===== config.mk =====
export PLATFORM = sky130hd
export DESIGN_NAME = uart_byte_receiver
export DESIGN_NICKNAME = d
export VERILOG_FILES = /design/src/rtl/uart_byte_receiver.sv
export SDC_FILE = /design/constraint.sdc
export NUM_CORES = 1
export LEC_CHECK = 0
export ABC_AREA = 1
export CAP_MARGIN = 20
export CORE_AREA = 2 2 127 117
export CTS_BUF_LIST = sky130_fd_sc_hd__clkbuf_16
export DETAILED_ROUTE_END_ITERATION = 16
export DIE_AREA = 0 0 129 119
export PLACE_DENSITY = 0.44
export SKIP_CTS_REPAIR_TIMING = 1
export SLEW_MARGIN = 15
export SYNTH_ARGS = -nofsm -noshare
export SYNTH_HDL_FRONTEND = slang
export SYNTH_SLANG_ARGS = --single-unit

===== constraint.sdc =====
create_clock -name sys_clock -period 2.85 [get_ports sys_clock]
set_input_delay 0.4275 -clock sys_clock [delete_from_list [all_inputs] [get_ports sys_clock]]
set_output_delay 0.4275 -clock sys_clock [all_outputs]
set_load 0.005 [all_outputs]

===== src/rtl/uart_byte_receiver.sv =====
// 8N1 UART receiver with 2-flop sync, oversampled mid-bit sampling and a FWFT byte FIFO; optional even parity via UART_RX_PARITY_EN.
// Latency: byte pushed 1 cycle after the stop-bit mid sample, visible on o_valid/o_data the cycle after.
// Backpressure: none on the line; a push into a full FIFO without a same-cycle pop is dropped and flags overrun.
module uart_byte_receiver #(
  parameter int CLK_FREQ   = 50000000,
  parameter int BAUD       = 115200,
  parameter int OVERSAMPLE = 16,
  parameter int FIFO_DEPTH = 4
) (
  input  logic                        sys_clock,
  input  logic                        reset,
  input  logic                        UART_RX,
  input  logic                        rd_en,
  output logic [7:0]                  o_data,
  output logic                        o_valid,
  output logic [$clog2(FIFO_DEPTH):0] o_count,
  input  logic                        clear_err,
  output logic                        frame_err,
  output logic                        overrun,
  output logic                        parity_err
);

  localparam int DIV_RAW = CLK_FREQ / (BAUD * OVERSAMPLE);
  localparam int DIV     = (DIV_RAW < 1) ? 1 : DIV_RAW;
  localparam int DW      = $clog2(DIV + 1);
  localparam int SW      = $clog2(OVERSAMPLE);
  localparam int AW      = $clog2(FIFO_DEPTH);
  localparam int CW      = AW + 1;
  localparam logic [DW-1:0] DIV_LAST = DW'(DIV - 1);
  localparam logic [SW-1:0] S_MID    = SW'(OVERSAMPLE / 2 - 1);
  localparam logic [SW-1:0] S_LAST   = SW'(OVERSAMPLE - 1);
  localparam logic [CW-1:0] C_FULL   = CW'(FIFO_DEPTH);

`ifdef UART_RX_PARITY_EN
  typedef enum logic [2:0] {IDLE, START, DATA, PARITY, STOP, BREAK} state_t;
`else
  typedef enum logic [2:0] {IDLE, START, DATA, STOP, BREAK} state_t;
`endif

  state_t          state_q, state_d;
  logic            rx_meta_q, rx_meta_d, rx_sync_q, rx_sync_d, rx_prev_q, rx_prev_d;
  logic [DW-1:0]   div_q, div_d;
  logic [SW-1:0]   smp_q, smp_d;
  logic [2:0]      bit_q, bit_d;
  logic [7:0]      shift_q, shift_d;
  logic            push_q, push_d;
  logic            frame_err_q, frame_err_d, overrun_q, overrun_d;
  logic [7:0]      mem_q [FIFO_DEPTH];
  logic [7:0]      mem_d [FIFO_DEPTH];
  logic [AW-1:0]   wr_ptr_q, wr_ptr_d, rd_ptr_q, rd_ptr_d;
  logic [CW-1:0]   cnt_q, cnt_d;
  logic            tick, mid, fe_set, pop, full, wr, ov_set;
`ifdef UART_RX_PARITY_EN
  logic            par_bad_q, par_bad_d, parity_err_q, parity_err_d, pe_set;
`endif

  always_comb begin
    rx_meta_d = UART_RX;
    rx_sync_d = rx_meta_q;
    rx_prev_d = rx_sync_q;
    state_d   = state_q;
    div_d     = div_q;
    smp_d     = smp_q;
    bit_d     = bit_q;
    shift_d   = shift_q;
    push_d    = 1'b0;
    fe_set    = 1'b0;
`ifdef UART_RX_PARITY_EN
    par_bad_d = par_bad_q;
    pe_set    = 1'b0;
`endif
    tick = (state_q != IDLE) && (div_q == DIV_LAST);
    mid  = tick && (smp_q == S_MID);
    // Free-running mod-OVERSAMPLE count from the start edge keeps every later mid-bit one bit period apart.
    if (state_q != IDLE) begin
      div_d = tick ? '0 : div_q + 1'b1;
      if (tick) smp_d = (smp_q == S_LAST) ? '0 : smp_q + 1'b1;
    end
    case (state_q)
      IDLE: begin
        if (!rx_sync_q && rx_prev_q) begin
          state_d = START;
          div_d   = '0;
          smp_d   = '0;
          bit_d   = '0;
`ifdef UART_RX_PARITY_EN
          par_bad_d = 1'b0;
`endif
        end
      end
      START: if (mid) state_d = rx_sync_q ? IDLE : DATA;
      DATA: begin
        if (mid) begin
          shift_d = {rx_sync_q, shift_q[7:1]};
          bit_d   = bit_q + 3'd1;
`ifdef UART_RX_PARITY_EN
          if (bit_q == 3'd7) state_d = PARITY;
`else
          if (bit_q == 3'd7) state_d = STOP;
`endif
        end
      end
`ifdef UART_RX_PARITY_EN
      PARITY: begin
        if (mid) begin
          if (^{shift_q, rx_sync_q}) begin
            pe_set    = 1'b1;
            par_bad_d = 1'b1;
          end
          state_d = STOP;
        end
      end
`endif
      STOP: begin
        if (mid) begin
          if (rx_sync_q) begin
`ifdef UART_RX_PARITY_EN
            push_d = !par_bad_q;
`else
            push_d = 1'b1;
`endif
            state_d = IDLE;
          end else begin
            fe_set  = 1'b1;
            state_d = BREAK;
          end
        end
      end
      BREAK: if (rx_sync_q) state_d = IDLE;
      default: state_d = IDLE;
    endcase
  end

  always_comb begin
    pop      = rd_en && (cnt_q != '0);
    full     = (cnt_q == C_FULL);
    wr       = push_q && (!full || pop);
    ov_set   = push_q && full && !pop;
    mem_d    = mem_q;
    wr_ptr_d = wr_ptr_q;
    rd_ptr_d = rd_ptr_q;
    cnt_d    = cnt_q;
    if (wr) begin
      mem_d[wr_ptr_q] = shift_q;
      wr_ptr_d        = wr_ptr_q + 1'b1;
    end
    if (pop) rd_ptr_d = rd_ptr_q + 1'b1;
    case ({wr, pop})
      2'b10:   cnt_d = cnt_q + 1'b1;
      2'b01:   cnt_d = cnt_q - 1'b1;
      default: cnt_d = cnt_q;
    endcase
    // clear_err wins over a same-cycle set.
    frame_err_d = clear_err ? 1'b0 : (frame_err_q | fe_set);
    overrun_d   = clear_err ? 1'b0 : (overrun_q | ov_set);
`ifdef UART_RX_PARITY_EN
    parity_err_d = clear_err ? 1'b0 : (parity_err_q | pe_set);
`endif
  end

  always_ff @(posedge sys_clock or negedge reset) begin
    if (!reset) begin
      state_q     <= IDLE;
      rx_meta_q   <= 1'b1;
      rx_sync_q   <= 1'b1;
      rx_prev_q   <= 1'b1;
      div_q       <= '0;
      smp_q       <= '0;
      bit_q       <= '0;
      shift_q     <= '0;
      push_q      <= 1'b0;
      frame_err_q <= 1'b0;
      overrun_q   <= 1'b0;
      wr_ptr_q    <= '0;
      rd_ptr_q    <= '0;
      cnt_q       <= '0;
      for (int i = 0; i < FIFO_DEPTH; i++) mem_q[i] <= '0;
`ifdef UART_RX_PARITY_EN
      par_bad_q    <= 1'b0;
      parity_err_q <= 1'b0;
`endif
    end else begin
      state_q     <= state_d;
      rx_meta_q   <= rx_meta_d;
      rx_sync_q   <= rx_sync_d;
      rx_prev_q   <= rx_prev_d;
      div_q       <= div_d;
      smp_q       <= smp_d;
      bit_q       <= bit_d;
      shift_q     <= shift_d;
      push_q      <= push_d;
      frame_err_q <= frame_err_d;
      overrun_q   <= overrun_d;
      wr_ptr_q    <= wr_ptr_d;
      rd_ptr_q    <= rd_ptr_d;
      cnt_q       <= cnt_d;
      mem_q       <= mem_d;
`ifdef UART_RX_PARITY_EN
      par_bad_q    <= par_bad_d;
      parity_err_q <= parity_err_d;
`endif
    end
  end

  assign o_valid   = (cnt_q != '0);
  assign o_data    = o_valid ? mem_q[rd_ptr_q] : 8'h00;
  assign o_count   = cnt_q;
  assign frame_err = frame_err_q;
  assign overrun   = overrun_q;
`ifdef UART_RX_PARITY_EN
  assign parity_err = parity_err_q;
`else
  assign parity_err = 1'b0;
`endif

endmodule


## Word level (Yosys, flattened, before mapping)

Cells that the tools add are included.

| cells by class | value |
|---|---|
| add/sub/neg operators | 7 |
| multipliers | 0 |
| divide/modulo/power cells | 0 |
| order comparisons | 3 |
| equality and inequality tests | 17 |
| shifts and indexed selects | 0 |
| muxes and demuxes | 37 |
| bitwise operators | 4 |
| reductions and logical operators | 20 |

Operators by type and width:

| cell | count |
|---|---|
| $bwmux W32 | 1 |
| $mux W8 | 4 |
| $mux W3 | 9 |
| $mux W4 | 5 |
| $mux W5 | 4 |
| $bmux W8 S2 | 1 |
| $demux W8 S2 | 1 |
| $pmux W3 S5 | 1 |
| $ne A2 B2 Y1 const B | 6 |
| $pmux W3 S2 | 2 |
| $eq A3 B3 Y1 const B | 3 |
| $logic_and A1 B1 Y1 | 8 |
| $mux W1 | 8 |
| $add A3 B1 Y3 const B | 2 |
| $eq A3 B2 Y1 const B | 2 |
| $ge A3 B3 Y1 const B | 2 |
| $not A2 Y3 | 2 |
| $reduce_and A6 Y1 | 1 |
| $reduce_bool A3 Y1 | 2 |
| $add A5 B1 Y5 const B | 1 |
| $eq A5 B5 Y1 const B | 1 |
| $add A2 B1 Y2 const B | 2 |
| $add A4 B1 Y4 const B | 1 |
| $eq A4 B3 Y1 const B | 1 |
| 14 further kinds | 18 |

| storage, ports and cells | value |
|---|---|
| register bits after elaboration | 68 |
| bits in latches | 0 |
| RAM bits | 0 |
| bits in read-only memories | 0 |
| input bits | 5 |
| output and inout bits | 15 |
| logic and storage cells | 106 |
| memories | 0 |

## Logic depth before layout (Yosys ltp)

| logic depth | value |
|---|---|
| depth in word-level cells | 7 |
| mapped depth | 10 |
| depth with buffers taken out | 10 |

## Worst setup path after synthesis

OpenSTA, ideal clock, no wires.

| timing | value |
|---|---|
| path type | flip-flop to flip-flop |
| start | register cnt_q[0], in the netlist o_count[0] |
| end | register cnt_q[2], in the netlist o_count[2] |
| library setup time | 0.131 ns |
| arrival | 1.862 ns |
| setup slack | 0.857 ns |
| cell stages (with the launch flop) | 11 |
| path buffers | 1 |
| cell sequence | dfrtp_1 -> nor2_2 -> nand3_2 -> nand2_4 -> buf_4 -> ha_1 -> inv_1 -> fa_1 -> a21oi_1 -> o21ai_0 -> xor2_1 |

| on the way | value |
|---|---|
| longest elaborated chain between the ends | 6 |

RTL lines:

| item | line | RTL |
|---|---|---|
| start, declared | 51 | `logic [CW-1:0] cnt_q, cnt_d;` |
| start signal, assigned | 196 | `cnt_q <= cnt_d;` |
| $eq A3 B3 Y1 / $reduce_bool A3 Y1 (equally long branches) | 136, 135 |  |
| $logic_not A1 Y1 / $logic_and A1 B1 Y1 (equally long branches) | 137, 135 |  |
| $logic_or A1 B1 Y1 | 137 | `wr = push_q && (!full \|\| pop);` |
| $logic_and A1 B1 Y1 | 137 |  |
| $eq A2 B1 Y1 / $eq A2 B2 Y1 (equally long branches) | 148 | `case ({wr, pop})` |
| $pmux W3 S2 / $reduce_bool A2 Y1 (equally long branches) | - |  |

Parallel ways exist; a longest one is shown, timed or not.
A chain may end at the register's enable or synchronous reset.

## Worst setup path after layout

| timing | value |
|---|---|
| start | register rd_ptr_q[0] |
| end | output o_data[7] |

| on the way | value |
|---|---|
| longest elaborated chain between the ends | 5 |

RTL lines:

| item | line | RTL |
|---|---|---|
| start, declared | 50 | `logic [AW-1:0] wr_ptr_q, wr_ptr_d, rd_ptr_q, rd_ptr_d;` |
| start signal, assigned | 195 | `rd_ptr_q <= rd_ptr_d;` |
| $not A2 Y3 (not written as such) | 206 | `assign o_data = o_valid ? mem_q[rd_ptr_q] : 8'h00;` |
| $bmux W8 S2 | 206 |  |
| $mux W8 (not written as such) (2 in series) | 206 |  |
| $mux W8 | 206 |  |
| end, declared | 14 | `output logic [7:0] o_data,` |

Every way passes these cells. The select of a mux whose other input is x is not followed.

==> results.sh <==
export IMPL_syn_cell_area_sq_um=3443
export IMPL_rr_startpoint="o_count[2]$_DFFE_PN0P_"
export IMPL_fin_hold_ws_ps=97.88
export IMPL_finalHoldViolCount=0
export IMPL_synth_cell_types=39
export IMPL_cts_max_level=3
export IMPL_powerDensity_nw_per_um2=832.8
export IMPL_cp_end_kind="primary output"
export IMPL_die_w_um=129
export IMPL_synthCells=391
export IMPL_yosysWarningCount=0
export IMPL_ios=20
export IMPL_io_buffer_count=18
export IMPL_r2r_end="o_count[2]$_DFFE_PN0P_"
export IMPL_rsz0062_at_grt="false"
export IMPL_cts_root_buffer="clkbuf_16"
export IMPL_dr_first_iter_drc_count=209
export IMPL_initial_core_util=0.2418
export IMPL_drtPass1Iterations=4
export IMPL_cp_max_fo=17
export IMPL_synth_top_area_frac=0.4724
export IMPL_cts_max_path_buffers=2
export IMPL_vias=2600
export IMPL_syn_area_per_cell_sq_um=8.806
export IMPL_postSynthRegisterBits=68
export IMPL_dp_hpwl_um=5003
export IMPL_grt_usage=0.1018
export IMPL_cts_made_buffers=9
export IMPL_area_growth_pct=20.24
export IMPL_irDropWorstVdd_mv=0.3027
export IMPL_fill_cells=1513
export IMPL_final_setup_skew_ps=7.676
export IMPL_synth_area_leaders="dfrtp_1, nand2_1, o21ai_0"
export IMPL_worst_ep_required_time_ps=2420
export IMPL_critPathKind="flop to primary output"
export IMPL_min_path_type="input port to async pin"
export IMPL_crit_arrival_ps=1980
export IMPL_clk_insertion_delay_late_ps=330
export IMPL_nNetsFinal=430
export IMPL_grt_antenna_before_repair=0
export IMPL_ant_nets=0
export IMPL_seq_area_frac_synth=0.4953
export IMPL_yosys_cell_count_top_type="nand2_1"
export IMPL_core_sq_um=14240
export IMPL_setup_tns_ps=0
export IMPL_worstRegToRegCells=10
export IMPL_maxSlewViolCount=0
export IMPL_grt_pass1_wl_um=12320
export IMPL_clk_pin_slew_ps=60
export IMPL_drc=0
export IMPL_r2r_setup_slack_ps=960
export IMPL_drv_cap=0
export IMPL_synth_flop_cell="dfrtp_1"
export IMPL_die_y_um=119
export IMPL_min_period_ps=2410
export IMPL_status="complete, no violations"
export IMPL_wl_per_cell_um=11.73
export IMPL_startpoint="rd_ptr_q[0]$_DFFE_PN0P_"
export IMPL_die_area_sq_um=15350
export IMPL_grt_overflow=0
export IMPL_yosysTopAreaCell="dfrtp_1"
export IMPL_period_share=0.8457
export IMPL_grt_max_degree=69
export IMPL_cts_sinks=68
export IMPL_critPathLaunchType="flop"
export IMPL_cts_tree="built"
export IMPL_synth_edf_count=0
export IMPL_viasPerCell=4.214
export IMPL_async_reset_ff_frac=1.000
export IMPL_place_gp_congestion=0.7435
export IMPL_setup_viol=0
export IMPL_grt_pass1_vias=2459
export IMPL_p_leak_nw=1.993
export IMPL_synth_common_cells="nand2_1, dfrtp_1, inv_1"
export IMPL_drive_gt1_frac=0.1456
export IMPL_wl_um=7235
export IMPL_diodes=0
export IMPL_fmax_ghz=0.4149
export IMPL_syn_num_nets=407
export IMPL_rows=42
[worst max-delay path by stage]
stage | slack [ps] | endpoint
after CTS | 450 | o_data[1]
after global placement | 630 | o_count[2]$_DFFE_PN0P_
final | 440 | o_data[7]
after global routing | 250 | o_data[7]
after detailed placement | 620 | o_count[2]$_DFFE_PN0P_
after floorplan | 860 | o_count[2]$_DFFE_PN0P_
[sequential cells by signal, indices dropped and copies added (netlist names)]
signal and cells:
bit_q 3, div_q 5, frame_err 1, mem_q 32
o_count 3, overrun 1, push_q 1, rd_ptr_q 2
rx_meta_q 1, rx_prev_d 1, rx_prev_q 1, shift_q 8
smp_q 4, state_q 3, wr_ptr_q 2
[cells in the final DEF, fill, tap and decap left out, drive strengths merged]
cell type	netlist	final
conb	1	1
clkinvlp	0	1
xor2	4	4
o22ai	1	1
nand3b	1	1
clkbuf	2	9
a21oi	31	31
ha	10	10
bufinv	0	1
clkdlybuf4s50	0	17
buf	8	5
nand3	16	16
clkinv	0	1
o31ai	1	1
o21ai	61	61
nand2	102	102
fa	1	1
xnor2	1	1
nor4	1	1
dfrtp	65	65
nand4	4	4
dfstp	3	3
nor3	3	3
inv	50	54
nor2	25	25
[power by group]
group | internal, mW | switching, mW
registers | 1.07 | 0.108
logic | 0.498 | 0.628
clock network | 0.691 | 0.449
total | 2.26 | 1.19
[layout make-up]
class	count	area, sq um	area share
tap	198	247.7	0.05984
timing repair buffer	22	217.7	0.05258
multi-input combinational	263	1470	0.3551
sequential	68	1705	0.4119
clock buffer	9	225.2	0.05440
inverter	50	192.7	0.04654
clock inverter	7	81.33	0.01964
[layer usage]
metal	up-vias	GRT usage	part of all wire
met1	1243	0.1428	0.50
met2	39	0.1505	0.45
met4	0	0.03668	0.011
met3	6	0.02695	0.036
met5	-	0	0
li1	1312	-	-
[critical path, cell delays in order (launching register included)]
cell and delay, ps:
dfrtp_1 370, inv_1 350, o21ai_0 180, a21oi_1 210, clkdlybuf4s50_1 530
[stage by stage]
stage / util / power (mW) / cells / worst slack (ps) / area, sq um
3_5_place_dp: 0.2692 / 2.337 / 601 / 622.3 / 3834
3_3_place_gp: 0.2692 / 2.327 / 601 / 632.0 / 3834
6_report: 0.2907 / 3.448 / 617 / 439.7 / 4140
2_1_floorplan: - / 1.891 / 391 / 857.4 / 3443
5_1_grt: 0.2907 / 3.700 / 617 / 247.0 / 4140
4_1_cts: 0.2907 / 3.507 / 617 / 453.9 / 4140
[kinds of logic (layout without fill, tap and decap cells)]
logic type,Yosys count,in the layout,share of synthesized area
AO/OA/AOI/OAI,94,94,0.1432
XOR/XNOR,5,5,0.01272
adder cells (fa/ha/maj),11,11,0.04215
buffers and inverters,60,88,0.07776
flip-flops,68,68,0.4953
other,1,1,0.001089
AND/OR/NAND/NOR,152,152,0.2278
No activity file was read; power rests on OpenSTA's default activity.
